### src/rtl/pinb_input_conditioner.sv
// Input conditioner for the PB2..PB5 pads feeding the tiny85 model.
// Each pad is synchronised, then debounced into a stable level. The stable
// levels form the PINB word. Stable-level changes produce per-pin pulses and a
// masked sticky pin-change flag, in the style of PCIF/PCMSK.
module pinb_input_conditioner #(
  parameter int SYNC_STAGES     = 2,
  parameter int DEBOUNCE_CYCLES = 4
) (
  input  logic       clk,
  input  logic       rst_n,
  input  logic       vcc,
  input  logic [3:0] pin_raw,
  input  logic [3:0] pcmsk,
  input  logic       pcif_clr,
  output logic [5:0] pinb_data,
  output logic [3:0] pin_change,
  output logic       pcif
);

  localparam int CW = $clog2(DEBOUNCE_CYCLES + 1);
  localparam logic [CW-1:0] CNT_LAST = CW'(DEBOUNCE_CYCLES - 1);

  logic [SYNC_STAGES-1:0] sync_q [4];
  logic [SYNC_STAGES-1:0] sync_d [4];
  logic [CW-1:0]          cnt_q  [4];
  logic [CW-1:0]          cnt_d  [4];
  logic [3:0]             stable_q, stable_d;
  logic [3:0]             synced;
  logic [3:0]             upd;
  logic [3:0]             pin_change_q, pin_change_d;
  logic                   pcif_q, pcif_d;

  // Next-state for sync chains, debounce counters, stable levels and flags.
  // vcc low forces everything back to its reset value on the next edge.
  always_comb begin
    stable_d     = stable_q;
    upd          = 4'b0000;
    synced       = 4'b0000;
    for (int i = 0; i < 4; i++) begin
      sync_d[i] = '0;
      cnt_d[i]  = cnt_q[i];
      synced[i] = sync_q[i][SYNC_STAGES-1];
      if (!vcc) begin
        cnt_d[i]    = '0;
        stable_d[i] = 1'b0;
      end else begin
        sync_d[i] = {sync_q[i][SYNC_STAGES-2:0], pin_raw[i]};
        if (synced[i] == stable_q[i]) begin
          // Agreement (or a reversal mid-count) restarts the count.
          cnt_d[i] = '0;
        end else if (cnt_q[i] == CNT_LAST) begin
          // New level has held long enough: accept it.
          stable_d[i] = synced[i];
          cnt_d[i]    = '0;
          upd[i]      = 1'b1;
        end else begin
          cnt_d[i] = cnt_q[i] + CW'(1);
        end
      end
    end

    pin_change_d = vcc ? upd : 4'b0000;

    // Set beats clear when both happen on the same edge.
    pcif_d = pcif_q;
    if (!vcc) begin
      pcif_d = 1'b0;
    end else if (|(upd & pcmsk)) begin
      pcif_d = 1'b1;
    end else if (pcif_clr) begin
      pcif_d = 1'b0;
    end
  end

  // State registers with asynchronous active-low reset.
  always_ff @(posedge clk or negedge rst_n) begin
    if (!rst_n) begin
      for (int i = 0; i < 4; i++) begin
        sync_q[i] <= '0;
        cnt_q[i]  <= '0;
      end
      stable_q     <= 4'b0000;
      pin_change_q <= 4'b0000;
      pcif_q       <= 1'b0;
    end else begin
      for (int i = 0; i < 4; i++) begin
        sync_q[i] <= sync_d[i];
        cnt_q[i]  <= cnt_d[i];
      end
      stable_q     <= stable_d;
      pin_change_q <= pin_change_d;
      pcif_q       <= pcif_d;
    end
  end

  // PB2..PB5 land on PINB bits 2..5; bits 1:0 are unused and read 0.
  assign pinb_data  = {stable_q, 2'b00};
  assign pin_change = pin_change_q;
  assign pcif       = pcif_q;

endmodule

### config.mk
export PLATFORM = sky130hd
export DESIGN_NAME = pinb_input_conditioner
export DESIGN_NICKNAME = d
export VERILOG_FILES = /design/src/rtl/pinb_input_conditioner.sv
export SDC_FILE = /design/constraint.sdc
export NUM_CORES = 1
export LEC_CHECK = 0
export ABC_AREA = 1
export BUFFER_PORTS_ARGS = -buffer_cell sky130_fd_sc_hd__buf_2
export CORE_MARGIN = 2
export CORE_UTILIZATION = 35
export DETAILED_ROUTE_END_ITERATION = 8
export GPL_TIMING_DRIVEN = 0
export PLACE_DENSITY_LB_ADDON = 0.2
export SYNTH_ARGS = -nofsm -noshare
export SYNTH_HDL_FRONTEND = slang
export SYNTH_SLANG_ARGS = --single-unit
### constraint.sdc
create_clock -name clk -period 1.2 [get_ports clk]
set_clock_uncertainty 0.2 [all_clocks]
set_input_delay 0.36 -clock clk [delete_from_list [all_inputs] [get_ports clk]]
set_output_delay 0.36 -clock clk [all_outputs]
set_load 0.05 [all_outputs]
==> metrics <==
synthesized netlist cell count around 130; Max-Cap Viols 0; Util after Layout 55.7%; vias per inst around 4.2; Clock Pin Slew Worst Setup and Hold Paths 0.09 ns; GRT Total Usage 13.1%; Tmin final roughly 1.5 ns; final antenna-violating net count 0; PortBufs 19; core footprint approximately 3400 um^2; Relative slew margins around 57%; CP Buf/Inv Count 1; Final Setup Violations 23; LEAKAGE 0.904 nW; Die X 63.7 um; die area 4060 um^2; # clock sinks 29; vias in the first global route 909; Switching Share 24.3%; Die Y 63.7 um; detailed-route via count 953; number of synthesized flops with an enable pin 0; Hold Crit Class in -> async; fin nets 196; Final Cell Area 1890 um^2; Comb pwr share 7.8%; max incr delay on CP 0.42 ns; Least-Margin Pin Slew ~0.65 ns; CP top delay family flip-flops; CTS buffer count 5; top cell type's share of synthesized area 58.1%; first drt pass iteration count 4; Netlist Area Pre-Place 1250 um^2; Placed Cells 199; Filler Cells Inserted 309; Critical Path Start Type flop; RSZ-0062 raised after global routing true; DRC viols 0; crit-path max FO 2; failing checks hold timing, setup timing; initial antenna violation count 0; Required @ worst endpoint 0.64 ns; top cells by area, synth dfrtp_1 (58%), inv_1 (8.1%), nand2_1 (7.8%); Setup WS pre-CTS -0.192 ns; detailed-route wire length 2440 um; first-pass GRT wire length 3910 um; Synth top cells by count dfrtp_1 (29), inv_1 (27), nand2_1 (26), nor2_1 (13), nand3_1 (8); top-level I/O count 23; Slew Viols, Final 0; CP max-delay cell dfrtp_2; clock network power share 34.6%; part of the power in registers around 58%; fin cells 226; largest net degree at the start of global routing 30; most numerous cell in the Yosys netlist dfrtp_1; area delta synth->final 51.1%; total gr overflow 0; Worst-Skew Late Latency about 0.32 ns; crit-path cells buf_6; Synth cell types 20; Power Internal ~1.3 mW; number of diodes 0; synthesized flop and latch total 29; VDD IR-drop max 0.000498 V; row count 21; clk root buf clkbuf_4; status finished with violations; PnR Total Power roughly 1.7 mW; Crit Path Category reg -> out; final worst slack -0.258 ns; Hold WS -0.149 ns; share of layout cells above drive strength 1 55.0%; post-synth top area cell dfrtp_1; Worst Path Arrival around 0.90 ns; register area share after synthesis 58.1%; H-tree levels 2; Yosys warning total 0; pwr dens 922 nW/um^2; Final Hold Viols 29; CTS Buffer Depth 2; top_reg_cell synth dfrtp_1; TritonCTS clock tree yes; Post-Syn Area per Cell 9.39 um^2; ys async rst share 100%; dpl hpwl approximately 1400 um; period utilization 121%; Setup TNS -3.76 ns; routability cong. 0.749; Post-DP Area roughly 1400 um^2; Worst Setup End Kind primary output; Peak Freq 686 MHz; drt wl/cell 10.8 um; DR iter-0 viols 34; Initial Util between 30% and 40%; Psw 423 uW
-- worst paths after layout --
| path | from | to | slack, ns | depth (start not counted) |
|---|---|---|---|---|
| min | rst_n | cnt_q[4] | -0.15 | 1 |
| max reg2reg | stable_q[0] | pcif | -0.25 | 9 |
| min reg2reg | sync_q[2] | sync_q[3] | 0.23 | 2 |
| max | stable_q[3] | pinb_data[5] | -0.26 | 1 |
| max in group asynchronous | rst_n | stable_q[1] | 0.48 | 1 |
| min in group clk | pin_raw[0] | sync_q[6] | 0.02 | 3 |
-- power by group through the flow --
stage / logic, mW / registers, mW / clock network (mW)
3_3_place_gp: 0.113 / 1.02 / 0
4_1_cts: 0.126 / 1.00 / 0.622
3_5_place_dp: 0.115 / 1.02 / 0
5_1_grt: 0.154 / 1.00 / 0.677
6_report: 0.135 / 1.00 / 0.603
2_1_floorplan: 0.0690 / 1.02 / 0
-- kinds of logic (layout without fill, tap and decap cells) --
family | count (synthesis) | count (layout) | share of synthesized area (%)
other | 1 | 2 | 0.300
AND/OR/NAND/NOR | 61 | 61 | 23.6
adder cells (fa/ha/maj) | 4 | 4 | 4.01
buffers and inverters | 33 | 79 | 11.8
flip-flops | 29 | 29 | 58.1
AO/OA/AOI/OAI | 5 | 5 | 2.10
-- per-layer routing --
metal  up-vias  routed length, um  GRT usage [%]
met2        21               1290           21.3
met4         0                 26           5.71
met3         4                134           6.51
met5         -                  0              0
li1        491                  -              -
met1       437                989           14.4
-- layout make-up --
cell class	count	area [um^2]	share of cell area, %
buffer	4	33.8	1.79
clock buffer	7	55.1	2.92
inverter	29	119	6.30
multi-input combinational	72	567	30.0
sequential	29	731	38.7
tap	46	57.6	3.05
timing repair buffer	39	324	17.2
-- timing repair --
action                     CTS  global route
pin swaps                   13            20
cloned                       0             0
resized for setup           48            26
setup endpoints to repair   23            29
setup buffers               10            10
hold endpoints to repair    29            29
-- cell usage in the layout (no fill, tap or decap), drive strengths merged --
| cell | synthesis | layout |
|---|---|---|
| clkbuf | 0 | 7 |
| nor4 | 3 | 3 |
| o22ai | 1 | 1 |
| o21ai | 4 | 4 |
| nand3 | 8 | 8 |
| or2 | 1 | 1 |
| inv | 29 | 29 |
| nor3 | 4 | 4 |
| dfrtp | 29 | 29 |
| nor3b | 1 | 1 |
| buf | 4 | 43 |
| ha | 4 | 4 |
| nor2 | 17 | 17 |
| conb | 1 | 2 |
| nand2 | 27 | 27 |
-- registers in the layout, summed over array words and instances (netlist names) --
name and flops:
stable_q 4, pcif 1, sync_q 8, pin_change 4, cnt_q 12
Power figures use the tool's default switching activity.
